## config.mk

```make
export PLATFORM = sky130hd
export DESIGN_NAME = seg_msg_sequencer
export DESIGN_NICKNAME = d
export VERILOG_FILES = /design/src/rtl/seg_pkg.sv /design/src/rtl/hex7seg_decode.sv /design/src/rtl/seg_msg_sequencer.sv
export SDC_FILE = /design/constraint.sdc
export NUM_CORES = 1
export LEC_CHECK = 0
export ABC_AREA = 1
export ABC_CLOCK_PERIOD_IN_PS = 1900
export BUFFER_PORTS_ARGS = -buffer_cell sky130_fd_sc_hd__buf_2
export CORE_MARGIN = 1
export CORE_UTILIZATION = 45
export CTS_CLUSTER_DIAMETER = 80
export DETAILED_ROUTE_END_ITERATION = 8
export GPL_TIMING_DRIVEN = 0
export PLACE_DENSITY_LB_ADDON = 0.25
export SETUP_SLACK_MARGIN = 0.4
export SKIP_CTS_REPAIR_TIMING = 1
export SLEW_MARGIN = 20
export SYNTH_ARGS = -nofsm -noshare
export SYNTH_HDL_FRONTEND = slang
export SYNTH_SLANG_ARGS = --single-unit
```

## constraint.sdc

```tcl
create_clock -name clk -period 1.9 [get_ports clk]
set_clock_uncertainty 0.05 [all_clocks]
set_input_delay 0.095 -clock clk [delete_from_list [all_inputs] [get_ports clk]]
set_output_delay 0.095 -clock clk [all_outputs]
set_load 0.05 [all_outputs]
```

## src/rtl/seg_pkg.sv

```systemverilog
// seg_pkg: shared types and constants for the 7-segment display blocks
//   state_t   : sequencer phase (IDLE, SHOW, BLANK)
//   SEG_BLANK : all segments off
//   SEG_HEX   : active-high hex glyphs, bit0=a .. bit6=g, indexed by digit value
package seg_pkg;
    typedef enum logic [1:0] {IDLE, SHOW, BLANK} state_t;
    localparam logic [6:0] SEG_BLANK = 7'h00;
    localparam logic [6:0] SEG_HEX [16] = '{
        7'h3F, 7'h06, 7'h5B, 7'h4F, 7'h66, 7'h6D, 7'h7D, 7'h07,
        7'h7F, 7'h6F, 7'h77, 7'h7C, 7'h39, 7'h5E, 7'h79, 7'h71
    };
endpackage

```

## src/rtl/hex7seg_decode.sv

```systemverilog
// hex7seg_decode: combinational 4-bit hex digit to 7-segment glyph
//   digit : hex value 0..F
//   seg   : active-high segments, bit0=a .. bit6=g
module hex7seg_decode
    import seg_pkg::*;
(
    input  logic [3:0] digit,
    output logic [6:0] seg
);
    assign seg = SEG_HEX[digit];
endmodule

```

## src/rtl/seg_msg_sequencer.sv

```systemverilog
// seg_msg_sequencer: buffers a short hex message and plays it digit by digit with hold/blank timing
//   clk, rst            : clock, asynchronous active-high reset
//   ena                 : enable; low freezes state, timer and buffer and blocks writes
//   wr_valid/wr_data    : append one hex digit; wr_ready high when it is accepted
//   start/loop/clr      : begin playback (loop sampled at start), clear buffer / abort
//   busy/done           : playback in progress / one-cycle end-of-message pulse
//   digit_idx           : buffer index of the digit being played
//   segments/dp         : active-high segment drive and decimal point
//   DP_HEARTBEAT_EN     : when defined, dp blinks while idle and marks the last digit in SHOW
module seg_msg_sequencer #(
    parameter int DEPTH       = 8,
    parameter int HOLD_CYCLES = 10000000,
    parameter int GAP_CYCLES  = 1000000
) (
    input  logic                     clk,
    input  logic                     rst,
    input  logic                     ena,
    input  logic                     wr_valid,
    input  logic [3:0]               wr_data,
    output logic                     wr_ready,
    input  logic                     start,
    input  logic                     loop,
    input  logic                     clr,
    output logic                     busy,
    output logic                     done,
    output logic [$clog2(DEPTH)-1:0] digit_idx,
    output logic [6:0]               segments,
    output logic                     dp
);
    import seg_pkg::*;

    localparam int AW   = $clog2(DEPTH);
    localparam int CW   = $clog2(DEPTH + 1);
    localparam int TMAX = (HOLD_CYCLES > GAP_CYCLES) ? HOLD_CYCLES : GAP_CYCLES;
    localparam int TW   = $clog2(TMAX + 1);

    state_t          state, next;
    logic [CW-1:0]   count;
    logic [AW-1:0]   rd_ptr;
    logic [TW-1:0]   timer;
    logic            loop_q, done_q;
    logic [3:0]      mem [DEPTH];
    logic [6:0]      dec_seg;
    logic            hold_end, gap_end, seg_end, last, start_ok;

    hex7seg_decode u_dec (
        .digit (mem[rd_ptr]),
        .seg   (dec_seg)
    );

    assign hold_end = (state == SHOW) && (timer == TW'(HOLD_CYCLES - 1));
    assign gap_end  = (state == BLANK) && (timer == TW'(GAP_CYCLES - 1));
    // A digit slot ends after its blank phase, or straight after hold when there is no blank.
    assign seg_end  = (GAP_CYCLES == 0) ? hold_end : gap_end;
    assign last     = CW'(rd_ptr) == count - 1'b1;
    assign start_ok = start && (count != '0) && !clr;

    always_ff @(posedge clk or posedge rst) begin
        if (rst)
            state <= IDLE;
        else if (ena)
            state <= next;
    end

    always_comb begin
        next = clr ? IDLE :
               (state == IDLE) ? (start_ok ? SHOW : IDLE) :
               seg_end ? ((last && !loop_q) ? IDLE : SHOW) :
               hold_end ? BLANK : state;
    end

`ifdef DP_HEARTBEAT_EN
    logic hb_q, hb_wrap;
    // The phase timer is otherwise idle in IDLE, so it doubles as the heartbeat divider.
    assign hb_wrap = timer == TW'(HOLD_CYCLES - 1);
    always_ff @(posedge clk or posedge rst) begin
        if (rst)
            hb_q <= 1'b0;
        else if (ena && state == IDLE && hb_wrap && !start_ok)
            hb_q <= ~hb_q;
    end
`endif

    always_ff @(posedge clk or posedge rst) begin
        if (rst) begin
            count  <= '0;
            rd_ptr <= '0;
            timer  <= '0;
            loop_q <= 1'b0;
            done_q <= 1'b0;
        end else if (ena) begin
            done_q <= !clr && seg_end && last && !loop_q;
            if (state == IDLE) begin
                count <= clr ? '0 : (wr_valid && wr_ready) ? count + 1'b1 : count;
                if (start_ok) begin
                    loop_q <= loop;
                    rd_ptr <= '0;
                end
`ifdef DP_HEARTBEAT_EN
                timer <= (start_ok || hb_wrap) ? '0 : timer + 1'b1;
`else
                timer <= '0;
`endif
            end else begin
                rd_ptr <= (!clr && seg_end) ? (last ? '0 : rd_ptr + 1'b1) : rd_ptr;
                timer  <= (clr || seg_end || hold_end) ? '0 : timer + 1'b1;
            end
        end
    end

    always_ff @(posedge clk) begin
        if (wr_valid && wr_ready)
            mem[count[AW-1:0]] <= wr_data;
    end

    always_comb begin
        busy      = state != IDLE;
        done      = done_q;
        wr_ready  = ena && (state == IDLE) && (count < CW'(DEPTH)) && !clr;
        digit_idx = (state != IDLE) ? rd_ptr : '0;
        segments  = (state == SHOW) ? dec_seg : SEG_BLANK;
`ifdef DP_HEARTBEAT_EN
        dp        = (state == IDLE) ? hb_q : (state == SHOW) && last;
`else
        dp        = 1'b0;
`endif
    end
endmodule
```

==> results of run 1 <==
[how the worst max path moves through the flow]
| stage | end | from | depth (start not counted) | slack, ns |
|---|---|---|---|---|
| CTS | segments[3] | rd_ptr[1]$_DFFE_PP0P_ | 11 | -0.79 |
| finish | segments[0] | rd_ptr[0]$_DFFE_PP0P_ | 13 | -0.58 |
| detailed placement | segments[3] | rd_ptr[2]$_DFFE_PP0P_ | 10 | -0.40 |
| global placement | segments[3] | rd_ptr[2]$_DFFE_PP0P_ | 10 | -0.36 |
| global route | segments[3] | rd_ptr[1]$_DFFE_PP0P_ | 11 | -0.70 |
| floorplan | mem[4][0]$_DFFE_PP_ | state[1]$_DFFE_PP0P_ | 7 | -0.23 |
[critical path: stages, from the launching register on]
cell and delay, ns:
sky130_fd_sc_hd__dfrtp_2 0.48, sky130_fd_sc_hd__inv_4 0.06, sky130_fd_sc_hd__clkbuf_8 0.18, sky130_fd_sc_hd__o21ai_1 0.21, sky130_fd_sc_hd__nand3_2 0.15, sky130_fd_sc_hd__nand2_4 0.16, sky130_fd_sc_hd__inv_6 0.07, sky130_fd_sc_hd__ha_4 0.17
sky130_fd_sc_hd__inv_1 0.07, sky130_fd_sc_hd__nand2_1 0.08, sky130_fd_sc_hd__nand3_2 0.08, sky130_fd_sc_hd__nand2_2 0.06, sky130_fd_sc_hd__nor2_4 0.09, sky130_fd_sc_hd__buf_8 0.15
[cell families (layout without fill, tap and decap cells)]
kind of cell | count (synthesis) | count (layout) | share of synthesized area, %
fa+ha+maj | 10 | 10 | 3.21
flops | 67 | 67 | 47.2
other cells | 1 | 1 | 0.0963
buf+inv | 64 | 167 | 6.81
simple gates | 320 | 320 | 35.7
xor+xnor | 14 | 14 | 3.15
compound gates | 29 | 29 | 3.83
[registers in the layout (all words and copies together) (netlist names)]
register  cells
count         4
done          1
loop_q        1
mem          32
rd_ptr        3
state         2
timer        24
[through the flow]
stage	setup WS [ns]	utilization, %	std cells	cell area (sq um)
4_1_cts	-0.795	56.9	649	4720
3_5_place_dp	-0.405	54.4	633	4520
3_3_place_gp	-0.363	54.1	632	4490
6_report	-0.582	70.3	713	5840
2_1_floorplan	-0.226	-	505	4250
5_1_grt	-0.702	70.3	713	5840
[cell type report]
type	instances	area [sq um]	area share [%]
clock inverter	7	81.3	1.39
buffer	13	109	1.87
multi-input combinational	374	2520	43.2
timing repair buffer	87	793	13.6
tap	105	131	2.25
inverter	51	231	3.97
clock buffer	9	124	2.12
sequential	67	1850	31.6
[per-layer routing]
metal | vias to the layer above | share of wire [%] | track usage [%]
met3 | 39 | 4.8 | 5.07
li1 | 1829 | - | -
met1 | 1852 | 40 | 26.5
met5 | - | 0 | 0
met4 | 0 | 3.0 | 7.45
met2 | 125 | 53 | 39.1
[power breakdown]
part / internal (mW) / switching, mW
Clock: 0.631 / 0.637
Combinational: 1.54 / 2.30
Sequential: 1.59 / 0.0939
Total: 3.76 / 3.03
[synth_stat cells (3+ instances only)]
master,count,area [sq um]
sky130_fd_sc_hd__xor2_1,11,96.3
sky130_fd_sc_hd__edfxtp_1,32,961
sky130_fd_sc_hd__nand3_1,45,225
sky130_fd_sc_hd__nor3_1,11,55.1
sky130_fd_sc_hd__clkbuf_1,4,15.0
sky130_fd_sc_hd__o21ai_0,21,105
sky130_fd_sc_hd__buf_2,5,25.0
sky130_fd_sc_hd__nor2_2,9,56.3
sky130_fd_sc_hd__a21oi_1,6,30.0
sky130_fd_sc_hd__nor2_1,86,323
sky130_fd_sc_hd__dfrtp_1,35,876
sky130_fd_sc_hd__xnor2_1,3,26.3
sky130_fd_sc_hd__nand4_1,13,81.3
sky130_fd_sc_hd__nand3b_1,6,45.0
sky130_fd_sc_hd__ha_1,10,125
sky130_fd_sc_hd__nor2_4,4,45.0
sky130_fd_sc_hd__nand2_1,143,537
sky130_fd_sc_hd__inv_2,3,11.3
sky130_fd_sc_hd__inv_1,47,176
==> reports/qor.txt, run 1 <==
POWER
------------------------------------------------------------------------------------
Peak VDD IR                                                                 0.745 mV
Power per unit of standard cell area                                    1160 nW/um^2
Power consumption                                                            6.79 mW
Leakage power figure                                                         2.44 nW

DIE
------------------------------------------------------------------------------------
Row count                                                                         33
Area enclosed by the die boundary                                         9030 sq um
Number of top-level pins                                                          25
Core Area                                                                 8300 sq um
Die Width                                                                    95.0 um
Die height                                                                   95.0 um
Starting utilization of the core area                                          46.9%

CTS
------------------------------------------------------------------------------------
Clock latency of the later-clocked register in the worst-skew pair           0.36 ns
Clock buffer depth                                                                 2
Clock sink count                                                                  67
Clock buffers created by TritonCTS                                                 9
CTS HTree Levels                                                                   3
Clock transition at the registers of the reported paths                      0.08 ns
CTS tree                                                                         yes
Clock root cell                                                         sky130_fd_sc_hd__clkbuf_8

FINAL LAYOUT
------------------------------------------------------------------------------------
Final layout net count                                                           624
Share of cells above drive strength 1                                          42.9%
Commonest cells after routing, fill and taps aside                      sky130_fd_sc_hd__nand2_1 (117), sky130_fd_sc_hd__nor2_1 (46), sky130_fd_sc_hd__buf_4 (44)
Diodes inserted                                                                    0
Fill cell instance count of the final layout                                     589
Commonest non-fill, non-tap cell in the layout                          sky130_fd_sc_hd__nand2_1
Layout Area Growth over Synthesis                                              49.9%

SYNTHESIS
------------------------------------------------------------------------------------
EDFF count, synth                                                                 32
Sequential fraction of the synthesis area                                      47.2%
Proportion of synthesized flip-flops having asynchronous set or reset          52.2%
Distinct cell type count after synthesis                                          28
Ys flop type                                                            sky130_fd_sc_hd__dfrtp_1
Synthesis Warnings                                                                 0
Flop and latch count out of synthesis                                             67
Cell area after synthesis                                                 3890 sq um
Mapped Cells                                                                     505
Average footprint of a synthesized cell                                   7.71 sq um
Number of nets in the synthesized netlist                                        526

PLACED DESIGN
------------------------------------------------------------------------------------
Final RePlAce weighted congestion                                              0.870
Port buffer count                                                                 22
Half-perimeter wire length of the detailed placement result                  6630 um

STATUS
------------------------------------------------------------------------------------
Run status                                                              finished, violations left
Failing checks                                                          negative hold slack, negative setup slack

ROUTE
------------------------------------------------------------------------------------
Total via count after detailed routing                                          3845
Initial DRC count                                                                248
Routed wirelength normalized by instance count                               15.5 um
Final wirelength                                                            11100 um
Detail Route Antenna Nets                                                          0
DRC violation count after routing                                                  0
First-pass detailed-route iteration total                                          5
Detail-routed via count per cell                                                5.39

WORST SETUP PATH
------------------------------------------------------------------------------------
Worst reg2reg endpoint                                                  mem[3][1]$_DFFE_PP_
Worst Path Arrival                                                           2.34 ns
Reg-to-reg critical path startpoint                                     state[0]$_DFFE_PP0P_
R2R depth                                                                          7
Endpoint class of the critical path                                      output port
Maximum net fanout on the critical path                                           10
Kind of start point of the critical path                                   flip-flop
Register-to-register setup slack                                            -0.04 ns
Worst Path Required                                                          1.75 ns
Class of the most critical setup path                                     reg -> out

GLOBAL ROUTE
------------------------------------------------------------------------------------
Overall routing resource usage                                                 22.2%
Via count of the first global-routing pass                                      3253
Number of antenna violations at the first check in global routing                  0
Global-route wire length before repair                                      15100 um
Largest net degree at the start of global routing                                 21
Global route total overflow                                                        0

STA
------------------------------------------------------------------------------------
Count of final max-slew check failures                                             0
Sum of negative setup slack                                                 -3.95 ns
Setup Viol. Count Final                                                           11
Min Clock Period, post-route                                                 2.48 ns
Total count of hold-check failures in the final report                             8
Final worst-path cycle share                                                    131%
Worst hold slack after final layout                                      -0.00988 ns
Unrepaired setup endpoints after global routing                                 true
Maximum operating frequency                                                0.403 GHz
Worst-margin pin slew                                                       0.606 ns
Final worst slack                                                          -0.582 ns
Slew margin rel.                                                               59.6%

RUN
------------------------------------------------------------------------------------
Number of max-cap violations                                                       0

WORST HOLD PATH
------------------------------------------------------------------------------------
Min-delay src                                                             wr_data[2]
Worst hold path type                                                       in -> reg
Terminating pin of the worst hold path                                  mem[5][2]$_DFFE_PP_
Instance count along the most critical hold path                                   1

Power figures use the tool's default switching activity.
==> inputs of run 2 (changes only) <==
--- a/config.mk
+++ b/config.mk
@@ -9,13 +9,14 @@
 export ABC_CLOCK_PERIOD_IN_PS = 1900
 export BUFFER_PORTS_ARGS = -buffer_cell sky130_fd_sc_hd__buf_2
 export CORE_MARGIN = 1
-export CORE_UTILIZATION = 45
+export CORE_UTILIZATION = 35
 export CTS_CLUSTER_DIAMETER = 80
 export DETAILED_ROUTE_END_ITERATION = 8
 export GPL_TIMING_DRIVEN = 0
 export PLACE_DENSITY_LB_ADDON = 0.25
 export SETUP_SLACK_MARGIN = 0.4
 export SKIP_CTS_REPAIR_TIMING = 1
+export SKIP_LAST_GASP = 1
 export SLEW_MARGIN = 20
 export SYNTH_ARGS = -nofsm -noshare
 export SYNTH_HDL_FRONTEND = slang
==> reports/qor.txt, run 2 (same netlist as run 1, synthesis figures left out) <==
GLOBAL ROUTE
---------------------------------------------------------------------------------
Met1 demand-to-capacity share in global routing                             22.8%   -3.7 points
Number of antenna violations at the first check in global routing               0   unchanged
Largest net degree at the start of global routing                              19   -9.5%
Via count of the first global-routing pass                                   3080   -5.3%
Global-route wire length before repair                                   15000 um   -0.91%
Overall routing resource usage                                              17.1%   -5.0 points
Most crowded layer after global routing                                      met2
Global routing met3 resource utilization                                    4.06%   -1.0 points
Met2 usage in global routing                                                26.6%   -12 points
Global route total overflow                                                     0   unchanged

WORST SETUP PATH
---------------------------------------------------------------------------------
Maximum net fanout on the critical path                                         7   -3
Reg-to-reg critical path startpoint                                  state[0]$_DFFE_PP0P_
Class of the most critical setup path                                  reg -> out
CP Cell Sequence                                                     buf_8 > nor2_4 > nor2_1 > o21ai_2 > nand3_2 > nand2_4 > inv_4 > ha_4 > inv_4 > nand3_4 > nor2_2 > nor2_4 > clkbuf_4
Delay contributed by the slowest stage of the critical path               0.48 ns   about the same
Buffering stage count on the worst path with inverters included                 4   -1
Top cell family by delay on the critical path                        simple AND/OR/NAND/NOR gates
Kind of start point of the critical path                                flip-flop
Endpoint class of the critical path                                   output port
Worst Path Arrival                                                        2.27 ns   -0.07 ns
Launch point of the worst path                                       rd_ptr[0]$_DFFE_PP0P_
Slowest stage cell, crit path                                        sky130_fd_sc_hd__dfrtp_2
Worst Path Required                                                       1.75 ns   about the same

PLACED DESIGN
---------------------------------------------------------------------------------
Pre-CTS setup slack                                                     -0.391 ns   +0.0139 ns
Placed instance area                                                   4560 sq um   +0.97%
Port buffer count                                                              22   unchanged
Half-perimeter wire length of the detailed placement result               6620 um   about the same
Final RePlAce weighted congestion                                           0.829   -4.7%

ROUTE
---------------------------------------------------------------------------------
Detail-routed via count per cell                                             4.89   -9.3%
Detail Route Antenna Nets                                                       0   unchanged
DRC violation count after routing                                               2   +2
Routed wirelength normalized by instance count                            13.7 um   -12%
Initial DRC count                                                             169   -32%
First-pass detailed-route iteration total                                       6   +1
Total via count after detailed routing                                       3606   -6.2%
Final wirelength                                                         10100 um   -8.9%

STATUS
---------------------------------------------------------------------------------
Failing checks                                                       design-rule violations, negative setup slack
Run status                                                           finished, violations left

FINAL LAYOUT
---------------------------------------------------------------------------------
Share of cells above drive strength 1                                       41.9%   -1.1 points
Final layout net count                                                        613   -1.8%
Diodes inserted                                                                 0   unchanged
Final std cell area, no fill                                           5770 sq um   -1.1%
Commonest non-fill, non-tap cell in the layout                       sky130_fd_sc_hd__nand2_1
Max FFs per register                                                           32   unchanged
Final core utilization                                                      53.3%   -17 points
Layout Area Growth over Synthesis                                           48.3%
Commonest cells after routing, fill and taps aside                   sky130_fd_sc_hd__nand2_1 (117), sky130_fd_sc_hd__nor2_1 (47), sky130_fd_sc_hd__buf_4 (38)

DIE
---------------------------------------------------------------------------------
Area enclosed by the die boundary                                     11500 sq um   +28%
Die Width                                                                  107 um   +13%
Starting utilization of the core area                                       35.9%   -11 points
Die height                                                                 107 um   +13%
Number of top-level pins                                                       25   unchanged
Core Area                                                             10800 sq um   +31%
Row count                                                                      38   +15%

CTS
---------------------------------------------------------------------------------
Clock transition at the registers of the reported paths                   0.08 ns   about the same
Clock buffer depth                                                              2   unchanged
CTS HTree Levels                                                                3   unchanged
Clock latency of the later-clocked register in the worst-skew pair        0.36 ns   about the same
Clock sink count                                                               67   unchanged
CTS tree                                                                      yes
Clock root cell                                                      sky130_fd_sc_hd__clkbuf_8
Clock buffers created by TritonCTS                                              9   unchanged

POWER
---------------------------------------------------------------------------------
Power per unit of standard cell area                                 1110 nW/um^2   -4.4%
Peak VDD IR                                                              0.550 mV   -26%
Power consumption                                                         6.42 mW   -5.4%
Leakage power figure                                                      2.38 nW   -2.2%

STA
---------------------------------------------------------------------------------
Worst-margin pin slew                                                    0.602 ns   -0.00345 ns
Setup Viol. Count Final                                                         7   -4
Worst hold slack after final layout                                     0.0794 ns   +0.0892 ns
Min Clock Period, post-route                                              2.42 ns   -0.0655 ns
Unrepaired setup endpoints after global routing                              true
Maximum operating frequency                                             0.414 GHz   +2.7%
Slew margin rel.                                                            59.9%   +0.23 points
Final worst-path cycle share                                                 127%   -3.4 points
Total count of hold-check failures in the final report                          0   -8
Count of final max-slew check failures                                          0   unchanged
Final worst slack                                                       -0.516 ns   +0.0655 ns

WORST HOLD PATH
---------------------------------------------------------------------------------
Worst hold path type                                                    in -> reg
Min-delay src                                                                 clr

RUN
---------------------------------------------------------------------------------
Number of max-cap violations                                                    0   unchanged

[run 2: cell types whose count changed in the layout (fill, tap and decap cells not counted), moves of 4 or more]
cell and change:
sky130_fd_sc_hd__dfrtp_2 +5, sky130_fd_sc_hd__nor2_2 +6, sky130_fd_sc_hd__buf_4 -6, sky130_fd_sc_hd__nor2_4 -7, sky130_fd_sc_hd__dfrtp_1 -5, sky130_fd_sc_hd__buf_6 -9, sky130_fd_sc_hd__inv_6 -4
[run 2: through the flow]
step                      cells  TNS [ns]
after floorplan             505     -6.49
after global placement      667     -2.87
after detailed placement    668     -3.64
after CTS                   684     -7.09
after global routing        737     -4.59
final                       737     -3.37
[run 2: power by group]
group | total (mW) | internal (mW) | switching [mW]
Combinational | 3.41 | 1.37 | 2.04
Clock | 1.33 | 0.740 | 0.588
Sequential | 1.68 | 1.59 | 0.0880
Total | 6.42 | 3.71 | 2.72
[run 2: area by class of cell]
class | instances | area (sq um)
flip-flops and latches | 67 | 1850
clock inverters | 6 | 91.3
fillers | 972 | 5070
multi-input cells | 374 | 2470
well taps | 140 | 175
inverters | 51 | 229
repair buffers | 76 | 706
plain buffers | 13 | 121
clock buffers | 10 | 128
[run 2: per-layer routing]
layer  wire, um  vias to the layer above
met2       5020                       66
met5          0                        -
met4        174                        0
li1           -                     1810
met3        326                       19
met1       4560                     1711
[run 2: path summary, 6_finish.rpt]
| kind | to | slack [ns] | cells past startpoint |
|---|---|---|---|
| max | segments[2] | -0.52 | 13 |
| min | state[1]$_DFFE_PP0P_ | 0.08 | 4 |
| max reg2reg | mem[4][2]$_DFFE_PP_ | 0.04 | 7 |
| min reg2reg | done$_DFFE_PP0P_ | 0.46 | 2 |
| max in group asynchronous | timer[18]$_DFFE_PP0P_ | 1.10 | 4 |
| min in group asynchronous | timer[7]$_DFFE_PP0P_ | 0.23 | 3 |
[run 2: tightest hold or removal path, delay by kind of cell]
kind / cells / cell delay (ns)
buffers and inverters: 1 / 0.16
and+or+nand+nor: 3 / 0.21
